## src/rtl/fetch_stage.sv

```systemverilog
// Instruction fetch stage: one non-abortable memory request at a time, IF/ID register plus a one-entry skid for stalls.
// Optional FETCH_PREDECODE_JUMP_EN: JMP/JAL words steer the next fetch address directly.
module fetch_stage (
  input  logic        clk,
  input  logic        reset_n,
  output logic        i_readM,
  output logic [15:0] i_address,
  input  logic [15:0] i_data,
  input  logic        i_ready,
  input  logic        stall,
  input  logic        redirect_valid,
  input  logic [15:0] redirect_pc,
  input  logic        halt,
  output logic        ifid_valid,
  output logic [15:0] ifid_inst,
  output logic [15:0] ifid_pc,
  output logic [15:0] ifid_pc_next,
  output logic [1:0]  fetch_state
);

  typedef enum logic [1:0] {
    S_FETCH = 2'd0,
    S_HOLD  = 2'd1,
    S_HALT  = 2'd2
  } state_t;

  state_t      state;
  logic [15:0] pc;
  logic [15:0] redir_pc;
  logic [15:0] skid_inst;
  logic [15:0] skid_pc;
  logic        req;
  logic        drop;
  logic        halt_pend;
  logic        halt_now;
  logic [15:0] pc_inc;
  logic [15:0] next_pc;

  assign halt_now    = halt | halt_pend;
  assign pc_inc      = pc + 16'd1;
  assign i_readM     = reset_n & req;
  assign i_address   = pc;
  assign fetch_state = state;

  always_comb begin
    next_pc = pc_inc;
`ifdef FETCH_PREDECODE_JUMP_EN
    if (i_data[15:12] == 4'd9 || i_data[15:12] == 4'd10)
      next_pc = {pc[15:12], i_data[11:0]};
`endif
  end

  always_ff @(posedge clk) begin
    if (!reset_n) begin
      state        <= S_FETCH;
      pc           <= 16'h0000;
      redir_pc     <= 16'h0000;
      skid_inst    <= 16'h0000;
      skid_pc      <= 16'h0000;
      req          <= 1'b0;
      drop         <= 1'b0;
      halt_pend    <= 1'b0;
      ifid_valid   <= 1'b0;
      ifid_inst    <= 16'h0000;
      ifid_pc      <= 16'h0000;
      ifid_pc_next <= 16'h0000;
    end else if (redirect_valid && state != S_HALT) begin
      // pc must stay put while a request is in flight, so park the target until it completes
      ifid_valid <= 1'b0;
      skid_inst  <= 16'h0000;
      skid_pc    <= 16'h0000;
      state      <= S_FETCH;
      halt_pend  <= 1'b0;
      if (req && !i_ready) begin
        drop     <= 1'b1;
        redir_pc <= redirect_pc;
      end else begin
        drop <= 1'b0;
        pc   <= redirect_pc;
        req  <= 1'b1;
      end
    end else begin
      case (state)
        S_FETCH: begin
          if (!req) begin
            if (halt_now) begin
              state      <= S_HALT;
              ifid_valid <= 1'b0;
              halt_pend  <= 1'b0;
            end else begin
              req <= 1'b1;
            end
          end else if (i_ready) begin
            drop <= 1'b0;
            if (halt_now) begin
              state      <= S_HALT;
              req        <= 1'b0;
              ifid_valid <= 1'b0;
              halt_pend  <= 1'b0;
            end else if (drop) begin
              pc <= redir_pc;
              if (!stall) ifid_valid <= 1'b0;
            end else if (!ifid_valid || !stall) begin
              ifid_valid   <= 1'b1;
              ifid_inst    <= i_data;
              ifid_pc      <= pc;
              ifid_pc_next <= pc_inc;
              pc           <= next_pc;
            end else begin
              skid_inst <= i_data;
              skid_pc   <= pc;
              pc        <= next_pc;
              req       <= 1'b0;
              state     <= S_HOLD;
            end
          end else begin
            if (halt) halt_pend <= 1'b1;
            if (!stall) ifid_valid <= 1'b0;
          end
        end
        S_HOLD: begin
          if (halt_now) begin
            state      <= S_HALT;
            ifid_valid <= 1'b0;
            halt_pend  <= 1'b0;
          end else if (!stall) begin
            ifid_valid   <= 1'b1;
            ifid_inst    <= skid_inst;
            ifid_pc      <= skid_pc;
            ifid_pc_next <= skid_pc + 16'd1;
            state        <= S_FETCH;
            req          <= 1'b1;
          end
        end
        S_HALT: begin
          req        <= 1'b0;
          ifid_valid <= 1'b0;
        end
        default: state <= S_FETCH;
      endcase
    end
  end

endmodule

```

## config.mk

```make
export PLATFORM = sky130hd
export DESIGN_NAME = fetch_stage
export DESIGN_NICKNAME = d
export VERILOG_FILES = /design/src/rtl/fetch_stage.sv
export SDC_FILE = /design/constraint.sdc
export NUM_CORES = 1
export LEC_CHECK = 0
export ABC_AREA = 1
export BUFFER_PORTS_ARGS = -buffer_cell sky130_fd_sc_hd__buf_2
export CAP_MARGIN = 40
export CELL_PAD_IN_SITES_DETAIL_PLACEMENT = 1
export CELL_PAD_IN_SITES_GLOBAL_PLACEMENT = 1
export CORE_MARGIN = 5
export CORE_UTILIZATION = 40
export DETAILED_ROUTE_END_ITERATION = 8
export HOLD_SLACK_MARGIN = 0.03
export PLACE_DENSITY_LB_ADDON = 0.1
export SLEW_MARGIN = 30
export SYNTH_ARGS = -nofsm -noshare
export SYNTH_HDL_FRONTEND = slang
export SYNTH_SLANG_ARGS = --single-unit
```

## constraint.sdc

```tcl
create_clock -name clk -period 1.91 [get_ports clk]
set_input_delay 0.0955 -clock clk [delete_from_list [all_inputs] [get_ports clk]]
set_output_delay 0.0955 -clock clk [all_outputs]
set_load 0.03 [all_outputs]
```

==> results of run 1 <==
## sequential cells by signal, indices dropped and copies added (netlist names), 2 cells and up
name	flops
skid_pc	16
i_address	16
fetch_state	2
ifid_inst	16
ifid_pc	16
redir_pc	16
skid_inst	16
ifid_pc_next	16
## logic make-up (layout without fill, tap and decap cells)
group	Yosys count	in the layout	synth area share, %
AO/OA/AOI/OAI	202	202	20.9
XOR/XNOR	10	10	1.44
adder cells (fa/ha/maj)	8	8	1.65
buffers and inverters	121	281	8.68
flip-flops	118	118	38.8
AND/OR/NAND/NOR	415	415	28.5
## what timing repair did
item,4_1_cts,5_1_grt
endpoints found under the setup margin,4,47
resized for setup,1,18
hold buffers,29,0
endpoints found under the hold margin,40,0
pin swaps,1,2
buffers inserted,4,1
gates cloned,0,1
## critical path, cell delays in order, from the launching register on
cell and delay [ns]:
dfxtp_4 0.37, inv_2 0.08, ha_2 0.20, inv_2 0.06, nand2_4 0.05, o21ai_1 0.06
nor2_1 0.11, nand3_2 0.15, buf_12 0.20, nor3_1 0.32, nor2_1 0.06
## final cells by class
| cell class | count | area (um2) |
|---|---|---|
| clock buffer | 26 | 499 |
| tap | 188 | 235 |
| sequential | 118 | 2370 |
| fill | 1959 | 7140 |
| clock inverter | 4 | 45.0 |
| multi-input combinational | 635 | 3220 |
| timing repair buffer | 181 | 1250 |
| inverter | 70 | 269 |
## worst paths after layout
path         slack, ns  depth (start not counted)             from               to
max                0.1                         10   fetch_state[0]  ifid_pc_next[5]
max reg2reg        0.1                         10   fetch_state[0]  ifid_pc_next[5]
min               0.07                          4  redirect_pc[12]    i_address[12]
min reg2reg       0.47                          2  ifid_pc_next[8]  ifid_pc_next[8]
## Yosys cell counts
| cell type | number |
|---|---|
| o31ai_1 | 2 |
| nor3_1 | 8 |
| clkbuf_2 | 1 |
| buf_2 | 8 |
| clkinv_2 | 1 |
| o221a_2 | 4 |
| ha_1 | 8 |
| nor2_1 | 143 |
| xor2_1 | 6 |
| a31oi_1 | 5 |
| o21ai_0 | 89 |
| nand4_1 | 9 |
| nor3_2 | 1 |
| buf_1 | 2 |
| nand3_1 | 61 |
| buf_4 | 7 |
| xnor2_1 | 4 |
| nand2_1 | 178 |
| nand3_2 | 1 |
| a2111oi_0 | 1 |
| inv_2 | 2 |
| clkinv_4 | 1 |
| and2_1 | 1 |
| a21oi_4 | 1 |
| or2_2 | 8 |
| o211a_1 | 8 |
| a21oi_1 | 54 |
| o21ai_1 | 6 |
| nand2_4 | 1 |
| o211ai_2 | 1 |
| o211ai_1 | 4 |
| inv_1 | 66 |
| o21ai_2 | 1 |
| dfxtp_1 | 118 |
| buf_6 | 4 |
| nand2_2 | 1 |
| clkbuf_1 | 29 |
| a211oi_1 | 10 |
| nor2_4 | 3 |
| a211oi_2 | 16 |
## placed cells by master, fill, tap and decap left out, types with 2 or more instances in the layout
master | synthesis | routed
inv_1 | 66 | 62
a31oi_1 | 5 | 5
or2_2 | 8 | 8
clkinv_2 | 1 | 4
buf_2 | 8 | 106
nor2_4 | 3 | 3
dfxtp_1 | 118 | 116
o221a_2 | 4 | 4
clkbuf_16 | 0 | 17
nand3_1 | 61 | 61
inv_2 | 2 | 6
nor3_1 | 8 | 6
nor3_2 | 1 | 3
buf_6 | 4 | 2
xnor2_1 | 4 | 4
buf_4 | 7 | 37
xor2_1 | 6 | 5
a211oi_2 | 16 | 16
buf_12 | 0 | 6
ha_2 | 0 | 3
o31ai_1 | 2 | 2
o21ai_1 | 6 | 8
o21ai_0 | 89 | 87
nand4_1 | 9 | 9
nand2_1 | 178 | 178
o211ai_1 | 4 | 4
clkbuf_8 | 0 | 5
a211oi_1 | 10 | 10
nor2_1 | 143 | 142
clkbuf_1 | 29 | 5
a21oi_1 | 54 | 53
o211a_1 | 8 | 8
dlygate4sd3_1 | 0 | 29
ha_1 | 8 | 5
## power breakdown
| part | internal (mW) | total, mW | switching (mW) |
|---|---|---|---|
| registers | 2.64 | 2.79 | 0.148 |
| clock network | 1.90 | 2.99 | 1.09 |
| logic | 0.549 | 1.64 | 1.09 |
## per-layer routing
metal	share of wire [%]	up-vias	wire length, um	global-route usage, %
met5	0.059	-	13	0
met4	1.8	2	406	7.54
met3	4.1	30	909	4.38
met2	50	144	11100	43.1
met1	44	3171	9630	30.6
li1	-	3184	-	-
## through the flow
| stage | hold slack (ns) | setup TNS [ns] | power [mW] | setup WS [ns] | std cells |
|---|---|---|---|---|---|
| 6_report | 0.0698 | 0 | 7.42 | 0.0957 | 1222 |
| 5_1_grt | 0.0741 | -0.0645 | 7.75 | -0.0189 | 1222 |
| 3_5_place_dp | 0.356 | 0 | 4.38 | 0.0176 | 1157 |
| 4_1_cts | 0.0586 | 0 | 7.44 | 0.0216 | 1220 |
| 3_3_place_gp | 0.337 | 0 | 4.34 | 0.0730 | 1157 |
| 2_1_floorplan | 0.230 | 0 | 3.79 | 0.103 | 874 |
==> flow_metrics.tcl, run 1 <==
set metrics [dict create \
    drt-total-wl_um 22100 \
    core.rowCount 45 \
    htreeDepth 4 \
    via_count 6531 \
    syn2layout_area_growth_pct 29.8 \
    dieArea_mm2 0.0178 \
    initial_core_util_pct 40.4 \
    grt_start_max_net_pins 52 \
    cts_root_buffer "clkbuf_16" \
    clk_latency_ns 0.42 \
    min_period_ns 1.81 \
    setup_viol 0 \
    utilization_pct 52.5 \
    ys.warnings.count 0 \
    postPlaceCellArea_mm2 0.00697 \
    synth_top_cell_by_area "dfxtp_1" \
    coreArea_mm2 0.0150 \
    cp.arrival_ns 2.11 \
    post_drt_wl_per_cell_um 18.1 \
    cp-end-kind "flip-flop" \
    finalCritPeriodShare_pct 95.0 \
    overflow 0 \
    fmax_ghz 0.551 \
    fin_worst_skew_ns 0.00969 \
    path_max_fanout 33 \
    ant_nets 0 \
    critical_path_class "reg -> reg" \
    outcome "finished clean" \
    grt_usage_pct 24.5 \
    dp_hpwl_um 15800 \
    rsz0062_at_grt "yes" \
    worstPathRequired_ns 2.21 \
    gp_congestion 0.861 \
    dr.pass1.iters 5 \
    fin_area_mm2 0.00789 \
    relSlewSlack_pct 58.9 \
    tritoncts "yes" \
    yosysSeqAreaShare_pct 38.8 \
    netlist_top_cells_area "dfxtp_1 39%, nand2_1 11%, nor2_1 8.8%" \
    syn_nets 920 \
    drive_above_1_share_pct 22.5 \
    synth_area_per_cell_um2 6.96 \
    grt_first_pass_wirelength_um 35100 \
    grt_antenna_before_repair 1 \
    dieWidth_um 133 \
    finalHoldViolations 0 \
    vdd_drop_max_uv 608 \
    cts_buffers 17 \
    power_leakage_nw 3.49 \
    nets 1069 \
    vias_per_cell 5.34 \
    holdCritPathClass "in -> reg" \
    drv_slew 0 \
    io_buffers 105 \
    powerDensity_mw_per_mm2 941 \
    path_clk_slew_ns 0.05 \
    drtIter0Drc 369 \
    grt_pass1_vias 6712 \
    die_y_um 133 \
    synth.cell_area_mm2 0.00608 \
    antenna_cells 0 \
    clockBufferDepth 2 \
    start_kind "flip-flop" \
    synth.top_cell.area_share_pct 38.8 \
    drcViolationCount 0 \
    synth.distinct_cells 40 \
    syn_inst 874 \
    synth-seq-cells 118 \
    cts.sinks 118 \
    worst_pin_slew_ns 0.616 \
    drv_cap 0 \
    pin_count 106 \
]
No activity file was read; power rests on OpenSTA's default activity.
==> run 2: changes to the inputs <==
CTS_CLUSTER_SIZE = 12   (was default)
PLACE_DENSITY = 0.84   (was default)
PLACE_DENSITY_LB_ADDON = default   (was 0.1)
clock period = 2 ns   (was 1.91 ns; I/O delays follow)
==> flow_metrics.tcl, run 2 (synthesis results as in run 1) <==
set metrics [dict create \
    cp.arrival_ns 2.32 \
    pin_count 106 \
    fmax_ghz 0.504 \
    cp_num_cells 8 \
    via_count 6766 \
    drv_cap 0 \
    dieArea_mm2 0.0178 \
    finalCritPeriodShare_pct 99.1 \
    antenna_cells 0 \
    drt-total-wl_um 22800 \
    path_clk_slew_ns 0.05 \
    post_drt_wl_per_cell_um 18.8 \
    critical_path_class "reg -> reg" \
    fin_area_mm2 0.00789 \
    tritoncts "yes" \
    cts.sinks 118 \
    path_max_fanout 7 \
    grt_start_max_net_pins 39 \
    clock_power_share_pct 43.2 \
    grt_pass1_vias 7036 \
    crit_family "compound AO/OA/AOI/OAI gates" \
    postPlaceCellArea_mm2 0.00691 \
    cp-end-kind "flip-flop" \
    die_y_um 133 \
    dr.pass1.iters 5 \
    clk_latency_ns 0.43 \
    holdCritPathClass "in -> reg" \
    dieWidth_um 133 \
    finalHoldViolations 0 \
    cts_buffers 17 \
    vdd_drop_max_uv 602 \
    setup_viol 0 \
    pre_cts_ws_ns 0.0375 \
    reg2reg_depth 8 \
    core.rowCount 45 \
    final_common_cell "nand2_1" \
    nets 1061 \
    worstPathRequired_ns 2.33 \
    grt_antenna_before_repair 0 \
    power_leakage_nw 3.48 \
    cp_slowest_stage_delay_ns 0.34 \
    gp_congestion 0.858 \
    dp_hpwl_um 14900 \
    grt_first_pass_wirelength_um 36600 \
    mostFrequentLayoutCells "178 x nand2_1, 139 x nor2_1, 116 x dfxtp_1" \
    worst_pin_slew_ns 0.625 \
    powerDensity_mw_per_mm2 947 \
    outcome "finished clean" \
    htreeDepth 4 \
    crit_chain "inv_1 > ha_2 > buf_4 > nand4_1 > a21oi_4 > buf_4 > o21ai_0 > a31oi_1" \
    relSlewSlack_pct 58.3 \
    p_sw_mw 2.31 \
    initial_core_util_pct 40.4 \
    io_buffers 105 \
    clockBufferDepth 2 \
    vias_per_cell 5.57 \
    pwr-share-comb_pct 21.1 \
    drv_slew 0 \
    drcViolationCount 0 \
    overflow 0 \
    path_common_cell "buf_4" \
    intPower_mw 5.16 \
    worst_slack_ns 0.0175 \
    cts_root_buffer "clkbuf_16" \
    p_seq_share_pct 35.6 \
    syn2layout_area_growth_pct 29.8 \
    crit_buf_inv 3 \
    rsz0062_at_grt "yes" \
    coreArea_mm2 0.0150 \
    whs_ns 0.0487 \
    holdPathStages 4 \
    min_period_ns 1.98 \
    start_kind "flip-flop" \
    fin_worst_skew_ns 0.00709 \
    grt_usage_pct 25.7 \
    swShare_pct 30.9 \
    drtIter0Drc 475 \
    ant_nets 0 \
    drive_above_1_share_pct 22.1 \
    slowest_stage "dfxtp_2" \
]
-- run 2: cell types whose count changed in the layout (fill, tap and decap cells not counted), moves of 3 or more --
| cell | previous run | this run |
|---|---|---|
| nor2_2 | 1 | 4 |
| bufinv_16 | 1 | 4 |
| clkbuf_8 | 5 | 2 |
| clkbuf_1 | 5 | 2 |
| inv_2 | 6 | 3 |
| nor2_1 | 142 | 139 |
| buf_4 | 37 | 33 |
| inv_1 | 62 | 65 |
-- run 2: path summary, 6_finish.rpt --
check | from | slack, ns | end
setup / recovery | fetch_state[1] | 0.02 | i_address[1]
hold / removal | redirect_pc[13] | 0.05 | i_address[13]
setup reg to reg | fetch_state[1] | 0.02 | i_address[1]
hold reg to reg | skid_inst[12] | 0.47 | skid_inst[12]
-- run 2: per-stage QoR --
stage / setup TNS, ns / util (%) / cells / total power [mW]
after detailed placement: 0 / 46.0 / 1153 / 4.16
final: 0 / 52.5 / 1215 / 7.47
after floorplan: 0 / - / 874 / 3.62
after global placement: 0 / 46.0 / 1153 / 4.12
after global routing: -0.102 / 52.5 / 1215 / 7.76
after CTS: 0 / 51.9 / 1212 / 7.44
-- run 2: power groups by stage --
stage	Combinational, mW	Sequential (mW)	Clock, mW
2_1_floorplan	0.669	2.95	0
3_3_place_gp	1.42	2.70	0
3_5_place_dp	1.45	2.70	0
4_1_cts	1.53	2.66	3.25
5_1_grt	1.71	2.68	3.37
6_report	1.58	2.66	3.23
-- run 2: layout make-up --
type                    count  area (um2)
inverters                  70         277
flip-flops and latches    118        2360
clock inverters            10         153
clock buffers              21         460
fillers                  1915        7140
repair buffers            173        1180
multi-input cells         635        3230
well taps                 188         235
-- run 2: repair_timing --
| action | CTS | global route |
|---|---|---|
| endpoints found under the hold margin | 37 | 0 |
| buffers inserted | 0 | 3 |
| hold buffers | 28 | 0 |
| pin swaps | 0 | 2 |
| gates cloned | 0 | 0 |
| setup endpoints to repair | 1 | 68 |
| resized for setup | 1 | 20 |
-- run 2: metal layers --
metal	vias up	routed length (um)	global-route usage, %	share of wire, %
met2	223	11200	44.2	49
met3	76	1240	5.74	5.5
met5	-	0	0	0
li1	3163	-	-	-
met1	3304	9440	30.1	41
met4	0	908	13.0	4.0
-- run 2: worst reg2reg max path, delay by kind of cell (launching register included) --
| family | cells | cell delay, ns |
|---|---|---|
| AO/OA/AOI/OAI | 3 | 0.68 |
| adder cells (fa/ha/maj) | 1 | 0.23 |
| buffers and inverters | 3 | 0.48 |
| flip-flops | 1 | 0.34 |
| AND/OR/NAND/NOR | 1 | 0.16 |
